`src/rtl/aidc_lite_ahb_arbiter_if.sv`:
```
// Arbitration signal bundle between the AIDCLite bus masters and the system-bus arbiter.
// The master modport is the request side; the slave modport is the arbiter side.
interface aidc_lite_ahb_arbiter_if #(
    parameter int NUM_MST = 3
);
    localparam int IDXW = $clog2(NUM_MST);

    logic [NUM_MST-1:0] hbusreq_i;
    logic [NUM_MST-1:0] hlock_i;
    logic [1:0]         htrans_i;
    logic [2:0]         hburst_i;
    logic               hready_i;
    logic [NUM_MST-1:0] hgrant_o;
    logic [IDXW-1:0]    hmaster_o;
    logic               hmastlock_o;

    modport master (
        output hbusreq_i, hlock_i, htrans_i, hburst_i, hready_i,
        input  hgrant_o, hmaster_o, hmastlock_o
    );

    modport slave (
        input  hbusreq_i, hlock_i, htrans_i, hburst_i, hready_i,
        output hgrant_o, hmaster_o, hmastlock_o
    );
endinterface

```
`src/rtl/aidc_lite_ahb_arbiter.sv`:
```
// Round-robin AHB2 arbiter for the shared AIDCLite system bus; never splits fixed bursts or locked sequences.
// Define AIDC_LITE_ARB_TIMEOUT_EN to cap undefined-length INCR tenure at TIMEOUT cycles.
module aidc_lite_ahb_arbiter #(
    parameter int NUM_MST     = 3,
    parameter int DEFAULT_MST = 0,
    parameter int TIMEOUT     = 64
) (
    input  logic                    clk,
    input  logic                    rst,
    aidc_lite_ahb_arbiter_if.slave  bus
);
    localparam int IDXW = $clog2(NUM_MST);

    typedef logic [IDXW-1:0]    idx_t;
    typedef logic [IDXW:0]      cand_t;
    typedef logic [NUM_MST-1:0] vec_t;
    typedef enum logic [1:0] {
        S_IDLE  = 2'd0,
        S_GRANT = 2'd1,
        S_OWN   = 2'd2
    } state_t;

    localparam idx_t       DEF_IDX   = idx_t'(DEFAULT_MST);
    localparam vec_t       DEF_OH    = {{(NUM_MST-1){1'b0}}, 1'b1} << DEFAULT_MST;
    localparam logic [1:0] HT_IDLE   = 2'd0;
    localparam logic [1:0] HT_BUSY   = 2'd1;
    localparam logic [1:0] HT_NONSEQ = 2'd2;
    localparam logic [1:0] HT_SEQ    = 2'd3;
    localparam logic [2:0] HB_SINGLE = 3'd0;
    localparam logic [2:0] HB_INCR   = 3'd1;

    if (NUM_MST < 2 || NUM_MST > 8 || DEFAULT_MST >= NUM_MST || TIMEOUT < 1) begin : g_param_chk
        $error("aidc_lite_ahb_arbiter: illegal parameter set");
    end

    function automatic logic [3:0] burst_beats(input logic [2:0] hb);
        logic [3:0] n;
        case (hb)
            3'd2, 3'd3: n = 4'd3;
            3'd4, 3'd5: n = 4'd7;
            3'd6, 3'd7: n = 4'd15;
            default:    n = 4'd0;
        endcase
        return n;
    endfunction

    function automatic vec_t onehot(input idx_t idx);
        vec_t v;
        v      = {NUM_MST{1'b0}};
        v[idx] = 1'b1;
        return v;
    endfunction

    // First requester strictly after ptr, wrapping; ptr itself is checked last.
    function automatic idx_t rr_pick(input vec_t req, input idx_t ptr);
        idx_t  pick;
        logic  hit;
        cand_t cand;
        pick = DEF_IDX;
        hit  = 1'b0;
        for (int i = 1; i <= NUM_MST; i++) begin
            cand = cand_t'(ptr) + cand_t'(i);
            cand = (cand >= cand_t'(NUM_MST)) ? cand - cand_t'(NUM_MST) : cand;
            pick = (!hit && req[cand[IDXW-1:0]]) ? cand[IDXW-1:0] : pick;
            hit  = hit | req[cand[IDXW-1:0]];
        end
        return pick;
    endfunction

    state_t     state_q, state_d;
    idx_t       gidx_q, gidx_d;
    vec_t       grant_q;
    idx_t       ptr_q, ptr_d;
    logic       lock_q, lock_d;
    idx_t       master_q, master_d;
    logic       mastlock_q, mastlock_d;
    logic [3:0] beats_left_q, beats_left_d;
    logic       undef_q, undef_d;

    logic       owner_req_s;
    logic       ap_ev_s;
    logic       ap_s;
    logic       force_s;
    logic       handover_s;
    logic       any_req_s;
    vec_t       req_eff_s;
    idx_t       win_s;

    assign owner_req_s = bus.hbusreq_i[master_q];
    assign handover_s  = bus.hready_i && (gidx_q != master_q);

`ifdef AIDC_LITE_ARB_TIMEOUT_EN
    localparam int TW = $clog2(TIMEOUT + 1);
    typedef logic [TW-1:0] ten_t;

    ten_t tenure_q, tenure_d;
    logic tmo_s;
    vec_t others_req_s;

    // Tenure of an undefined-length INCR owner; restarts whenever ownership moves.
    always_comb begin
        if (handover_s || !undef_q) begin
            tenure_d = ten_t'(0);
        end else if (tenure_q != ten_t'(TIMEOUT)) begin
            tenure_d = tenure_q + ten_t'(1);
        end else begin
            tenure_d = tenure_q;
        end
    end

    always_ff @(posedge clk) begin
        if (rst) begin
            tenure_q <= ten_t'(0);
        end else begin
            tenure_q <= tenure_d;
        end
    end

    assign tmo_s        = (tenure_q == ten_t'(TIMEOUT));
    assign others_req_s = bus.hbusreq_i & ~onehot(master_q);
    assign force_s      = bus.hready_i && tmo_s && !mastlock_q &&
                          (bus.htrans_i != HT_BUSY) && (|others_req_s);
    assign req_eff_s    = force_s ? others_req_s : bus.hbusreq_i;
`else
    assign force_s   = 1'b0;
    assign req_eff_s = bus.hbusreq_i;
`endif

    // Arbitration point: bus-side events gated by hready and an active lock.
    always_comb begin
        ap_ev_s = 1'b0;
        case (bus.htrans_i)
            HT_IDLE:   ap_ev_s = 1'b1;
            HT_NONSEQ: ap_ev_s = (bus.hburst_i == HB_SINGLE) || (undef_q && !owner_req_s);
            HT_SEQ:    ap_ev_s = (beats_left_q == 4'd1) || (undef_q && !owner_req_s);
            HT_BUSY:   ap_ev_s = 1'b0;
            default:   ap_ev_s = 1'b0;
        endcase
        ap_s = (bus.hready_i && ap_ev_s && !(mastlock_q && bus.hlock_i[master_q])) || force_s;
    end

    assign any_req_s = |req_eff_s;
    assign win_s     = rr_pick(req_eff_s, ptr_q);

    always_ff @(posedge clk) begin
        if (rst) begin
            state_q <= S_IDLE;
        end else begin
            state_q <= state_d;
        end
    end

    always_comb begin
        state_d = state_q;
        case (state_q)
            S_IDLE:  state_d = (ap_s && any_req_s) ? S_GRANT : S_IDLE;
            S_GRANT: state_d = bus.hready_i ? S_OWN : S_GRANT;
            S_OWN: begin
                if (ap_s && !any_req_s) begin
                    state_d = S_IDLE;
                end else if (ap_s && (win_s != gidx_q)) begin
                    state_d = S_GRANT;
                end else begin
                    state_d = S_OWN;
                end
            end
            default: state_d = S_IDLE;
        endcase
    end

    // Grant decision; no re-arbitration while a handover is still outstanding.
    always_comb begin
        gidx_d = gidx_q;
        ptr_d  = ptr_q;
        lock_d = lock_q;
        if (ap_s && (state_q != S_GRANT)) begin
            if (any_req_s) begin
                gidx_d = win_s;
                ptr_d  = win_s;
                lock_d = bus.hlock_i[win_s];
            end else begin
                gidx_d = DEF_IDX;
                ptr_d  = DEF_IDX;
                lock_d = 1'b0;
            end
        end else begin
            gidx_d = gidx_q;
        end
    end

    always_comb begin
        if (bus.hready_i) begin
            master_d   = gidx_q;
            mastlock_d = lock_q;
        end else begin
            master_d   = master_q;
            mastlock_d = mastlock_q;
        end
    end

    // Beat tracking; undef is cleared on ownership change so a stale flag cannot open an AP.
    always_comb begin
        beats_left_d = beats_left_q;
        undef_d      = undef_q;
        if (bus.hready_i) begin
            case (bus.htrans_i)
                HT_NONSEQ: begin
                    beats_left_d = burst_beats(bus.hburst_i);
                    undef_d      = (bus.hburst_i == HB_INCR);
                end
                HT_SEQ:  beats_left_d = (beats_left_q == 4'd0) ? 4'd0 : beats_left_q - 4'd1;
                default: beats_left_d = beats_left_q;
            endcase
            if (handover_s) begin
                undef_d = 1'b0;
            end else begin
                undef_d = undef_d;
            end
        end else begin
            beats_left_d = beats_left_q;
        end
    end

    always_ff @(posedge clk) begin
        if (rst) begin
            gidx_q       <= DEF_IDX;
            grant_q      <= DEF_OH;
            ptr_q        <= DEF_IDX;
            lock_q       <= 1'b0;
            master_q     <= DEF_IDX;
            mastlock_q   <= 1'b0;
            beats_left_q <= 4'd0;
            undef_q      <= 1'b0;
        end else begin
            gidx_q       <= gidx_d;
            grant_q      <= onehot(gidx_d);
            ptr_q        <= ptr_d;
            lock_q       <= lock_d;
            master_q     <= master_d;
            mastlock_q   <= mastlock_d;
            beats_left_q <= beats_left_d;
            undef_q      <= undef_d;
        end
    end

    assign bus.hgrant_o    = grant_q;
    assign bus.hmaster_o   = master_q;
    assign bus.hmastlock_o = mastlock_q;

endmodule

```
`src/flat_wrapper.sv`:
```
// flat-port wrapper written by rule: the top's interface ports become plain ports
module aidc_lite_ahb_arbiter_flat 
#(
    parameter int NUM_MST     = 3,
    parameter int DEFAULT_MST = 0,
    parameter int TIMEOUT     = 64
)
  (clk, rst, bus_hbusreq_i, bus_hlock_i, bus_htrans_i, bus_hburst_i, bus_hready_i, bus_hgrant_o, bus_hmaster_o, bus_hmastlock_o);
  aidc_lite_ahb_arbiter_if #(.NUM_MST(NUM_MST)) bus_i ();
  input  logic clk;
  input  logic rst;
  input wire logic [$bits(bus_i.hbusreq_i)-1:0] bus_hbusreq_i;
  input wire logic [$bits(bus_i.hlock_i)-1:0] bus_hlock_i;
  input wire logic [$bits(bus_i.htrans_i)-1:0] bus_htrans_i;
  input wire logic [$bits(bus_i.hburst_i)-1:0] bus_hburst_i;
  input wire logic [$bits(bus_i.hready_i)-1:0] bus_hready_i;
  output wire logic [$bits(bus_i.hgrant_o)-1:0] bus_hgrant_o;
  output wire logic [$bits(bus_i.hmaster_o)-1:0] bus_hmaster_o;
  output wire logic [$bits(bus_i.hmastlock_o)-1:0] bus_hmastlock_o;
  assign bus_i.hbusreq_i = bus_hbusreq_i;
  assign bus_i.hlock_i = bus_hlock_i;
  assign bus_i.htrans_i = bus_htrans_i;
  assign bus_i.hburst_i = bus_hburst_i;
  assign bus_i.hready_i = bus_hready_i;
  assign bus_hgrant_o = bus_i.hgrant_o;
  assign bus_hmaster_o = bus_i.hmaster_o;
  assign bus_hmastlock_o = bus_i.hmastlock_o;
  aidc_lite_ahb_arbiter #(.NUM_MST(NUM_MST), .DEFAULT_MST(DEFAULT_MST), .TIMEOUT(TIMEOUT)) u_core (.clk(clk), .rst(rst), .bus(bus_i));
endmodule
```
`config.mk`:
```
export PLATFORM = sky130hd
export DESIGN_NAME = aidc_lite_ahb_arbiter_flat
export DESIGN_NICKNAME = d
export VERILOG_FILES = /design/src/rtl/aidc_lite_ahb_arbiter_if.sv /design/src/rtl/aidc_lite_ahb_arbiter.sv /design/src/flat_wrapper.sv
export SDC_FILE = /design/constraint.sdc
export NUM_CORES = 1
export LEC_CHECK = 0
export BUFFER_PORTS_ARGS = -buffer_cell sky130_fd_sc_hd__buf_4
export CORE_MARGIN = 1.5
export CORE_UTILIZATION = 59
export CTS_BUF_LIST = sky130_fd_sc_hd__clkbuf_16
export CTS_CLUSTER_SIZE = 12
export DETAILED_ROUTE_END_ITERATION = 12
export PLACE_DENSITY = 0.88
export SETUP_SLACK_MARGIN = 0.5
export SYNTH_ARGS = -nofsm -noshare
export SYNTH_HDL_FRONTEND = slang
export SYNTH_SLANG_ARGS = --single-unit
```
`constraint.sdc`:
```
create_clock -name clk -period 2.88 [get_ports clk]
set_input_delay 0.576 -clock clk [delete_from_list [all_inputs] [get_ports clk]]
set_output_delay 0.576 -clock clk [all_outputs]
set_load 0.01 [all_outputs]
```
==> results.yml <==
status:
  status: "completed"
cts:
  cts_sinks: 18
  ctsLongestPathBuffers: 2
  path_clk_slew_ns: 0.05
  cts_tree: "built"
  clkLatencyLatePin_ns: 0.25
  cts_hold_buf: 0
  cts_resized: 0
  postCtsSetupBuffers: 0
  numCtsBuffers: 3
  htree_levels: 1
  cts_root_buf: "clkbuf_16"
timing:
  fin_skew_ns: 0.00335
  tightest_slew_ns: 0.468
  fin_crit_ns: 2.03
  fin_setup_tns_ns: 0
  finalMaxSlewViolations: 0
  slew-limit-headroom_pct: 68.5
  setup_ws_ns: 0.854
  finalCritPeriodShare_pct: 70.4
  timing_hold_violations_final: 0
  finalSetupViolCount: 0
  rsz0062_at_grt: "no"
  clock.fmax_mhz: 494
layout:
  drive_gt1_share_pct: 23.7
  insertedDiodeCount: 0
  post-route-util_pct: 76.5
  multi_input_area_um2: 724
  fillCellCount: 129
  final_cell_mix: "buf_4 (19), dfxtp_1 (18), nor2_1 (13)"
  seq_area_um2: 360
  final_common_cell: "buf_4"
  area_growth_pct: 18.6
  final_area_mm2: 0.00136
  nets: 171
setup_path:
  cp_data_required_time_ns: 3.03
  worst_setup_path_start_kind: "flip-flop"
  max_stage_delay_ns: 0.40
  worstSetupPathType: "flip-flop to flip-flop"
  cp_slowest_cell: "o21ai_0"
  worstSetupEndpointType: "flip-flop"
  worst-endpoint-arrival_ns: 2.17
  path_cells: "inv_1 > ha_1 > nor2b_1 > nand3_1 > o21ai_0 > xnor2_1 > a31o_1"
  crit_fanout: 5
floorplan:
  dieWidth_um: 47.1
  start_util_pct: 64.5
  fp.dieH_um: 47.1
  rows: 15
  io_pins: 20
  fp.dieArea_mm2: 0.00222
  core_area_mm2: 0.00178
placement:
  dp_slack_ns: 0.767
  io_buffers: 19
  gp_congestion: 0.900
  place_area_mm2: 0.00129
  dp_hpwl_um: 1960
logic_synthesis:
  syn-cell-area_mm2: 0.00115
  ys_seq_area_share_pct: 31.3
  yosysWarningCount: 0
  ys_top_cells_by_area: "dfxtp_1 (31%), mux2i_1 (4.4%), nor2_1 (4.2%)"
  async_reset_ff_share_pct: 0
  postSynthCellCount: 134
  synth_top_cell_by_area: "dfxtp_1"
  synth-seq-cells: 18
  synth_edf_count: 0
  synth.distinct_cells: 53
  syn_nets: 151
  synth_top_area_share_pct: 31.3
  synth_top_flop_cell: "dfxtp_1"
  syn_area_per_cell_um2: 8.58
detailed_routing:
  avgRoutedWirePerCell_um: 15.3
  dr_total_vias: 1124
  ant_nets: 0
  dr.first_iter.drc_count: 15
  drc: 0
  wl_um: 2700
  firstDrtPassIters: 4
  vias_per_cell: 6.35
min_path:
  hp-class: "flip-flop to flip-flop"
power:
  power_density_mw_per_mm2: 516
  p_total_mw: 0.704
  leakagePower_nw: 0.550
  ir_drop_mv: 0.456
global_routing:
  grt_pass1_wl_um: 4000
  track_usage_pct: 25.6
  antenna_found_initial: 0
  grt_pass1_vias: 953
  grt_max_degree: 13
  globalRouteOverflowTotal: 0
job:
  maxCapViolations: 0
-- flip-flops by register name (all words and copies together), names as in the netlist --
name                    flops
u_core.bus.hmaster_o        2
u_core.ptr_q                2
u_core.undef_q              1
u_core.beats_left_q         4
u_core.gidx_q               2
u_core.bus.hgrant_o         3
u_core.state_q              2
u_core.bus.hmastlock_o      1
u_core.lock_q               1
-- metrics by stage --
stage | cells | hold slack (ns)
floorplan | 134 | 0.437
global placement | 174 | 0.462
detailed placement | 174 | 0.456
CTS | 177 | 0.474
global route | 177 | 0.512
finish | 177 | 0.485
-- worst max-delay path, delay by kind of cell (launching register included) --
family	cells	cell delay, ns
compound gates	2	0.62
xor+xnor	1	0.15
fa+ha+maj	1	0.37
buf+inv	1	0.10
flops	1	0.35
simple gates	2	0.34
-- power by group --
| group | total (mW) | internal, mW | switching [mW] |
|---|---|---|---|
| Combinational | 0.144 | 0.0662 | 0.0781 |
| Clock | 0.277 | 0.183 | 0.0940 |
| Sequential | 0.283 | 0.266 | 0.0173 |
| Total | 0.704 | 0.515 | 0.189 |
-- layer usage --
metal / part of all wire, % / global-route usage (%) / routed length (µm) / vias to the layer above
met5: 0 / 0 / 0 / -
met4: 1.6 / 10.6 / 44 / 0
met3: 5.5 / 3.85 / 148 / 9
met2: 49 / 45.8 / 1340 / 47
met1: 43 / 30.4 / 1170 / 532
li1: - / - / - / 536
-- final timing paths --
| check | from | endpoint | slack (ns) | cells past startpoint |
|---|---|---|---|---|
| worst max-delay path | u_core.ptr_q[0] | u_core.state_q[1] | 0.85 | 7 |
| worst min-delay path | u_core.lock_q | u_core.lock_q | 0.48 | 2 |
| worst max register to register | u_core.ptr_q[0] | u_core.state_q[1] | 0.85 | 7 |
| worst min register to register | u_core.lock_q | u_core.lock_q | 0.48 | 2 |
-- cell usage after synthesis, types with 2 or more instances --
master and count:
a21boi_1 2, a31oi_1 4, o221a_2 2, nand2_1 12
o21a_1 2, nor3_1 4, nand4_1 4, inv_1 5
o21ai_0 8, nor2_1 13, ha_1 3, inv_2 2
dfxtp_1 18, nand3b_1 2, a21oi_1 6, xor2_1 3
buf_2 2, nor2b_1 2, nand2b_1 2, mux2i_1 5
-- logic make-up after synthesis --
logic type	after synthesis	synth area share [%]
mux	5	4.35
compound gates	40	27.3
buf+inv	12	5.66
fa+ha+maj	3	3.26
simple gates	52	25.0
xor+xnor	4	3.05
flops	18	31.3
-- cell type report --
cell class	count	area share, %
Multi-Input combinational cell	104	53.1
Sequential cell	18	26.4
Timing Repair Buffer	19	10.5
Clock buffer	3	5.50
Tap cell	25	2.29
Inverter	8	2.20
Note: power is estimated with default switching activity, not from simulation.
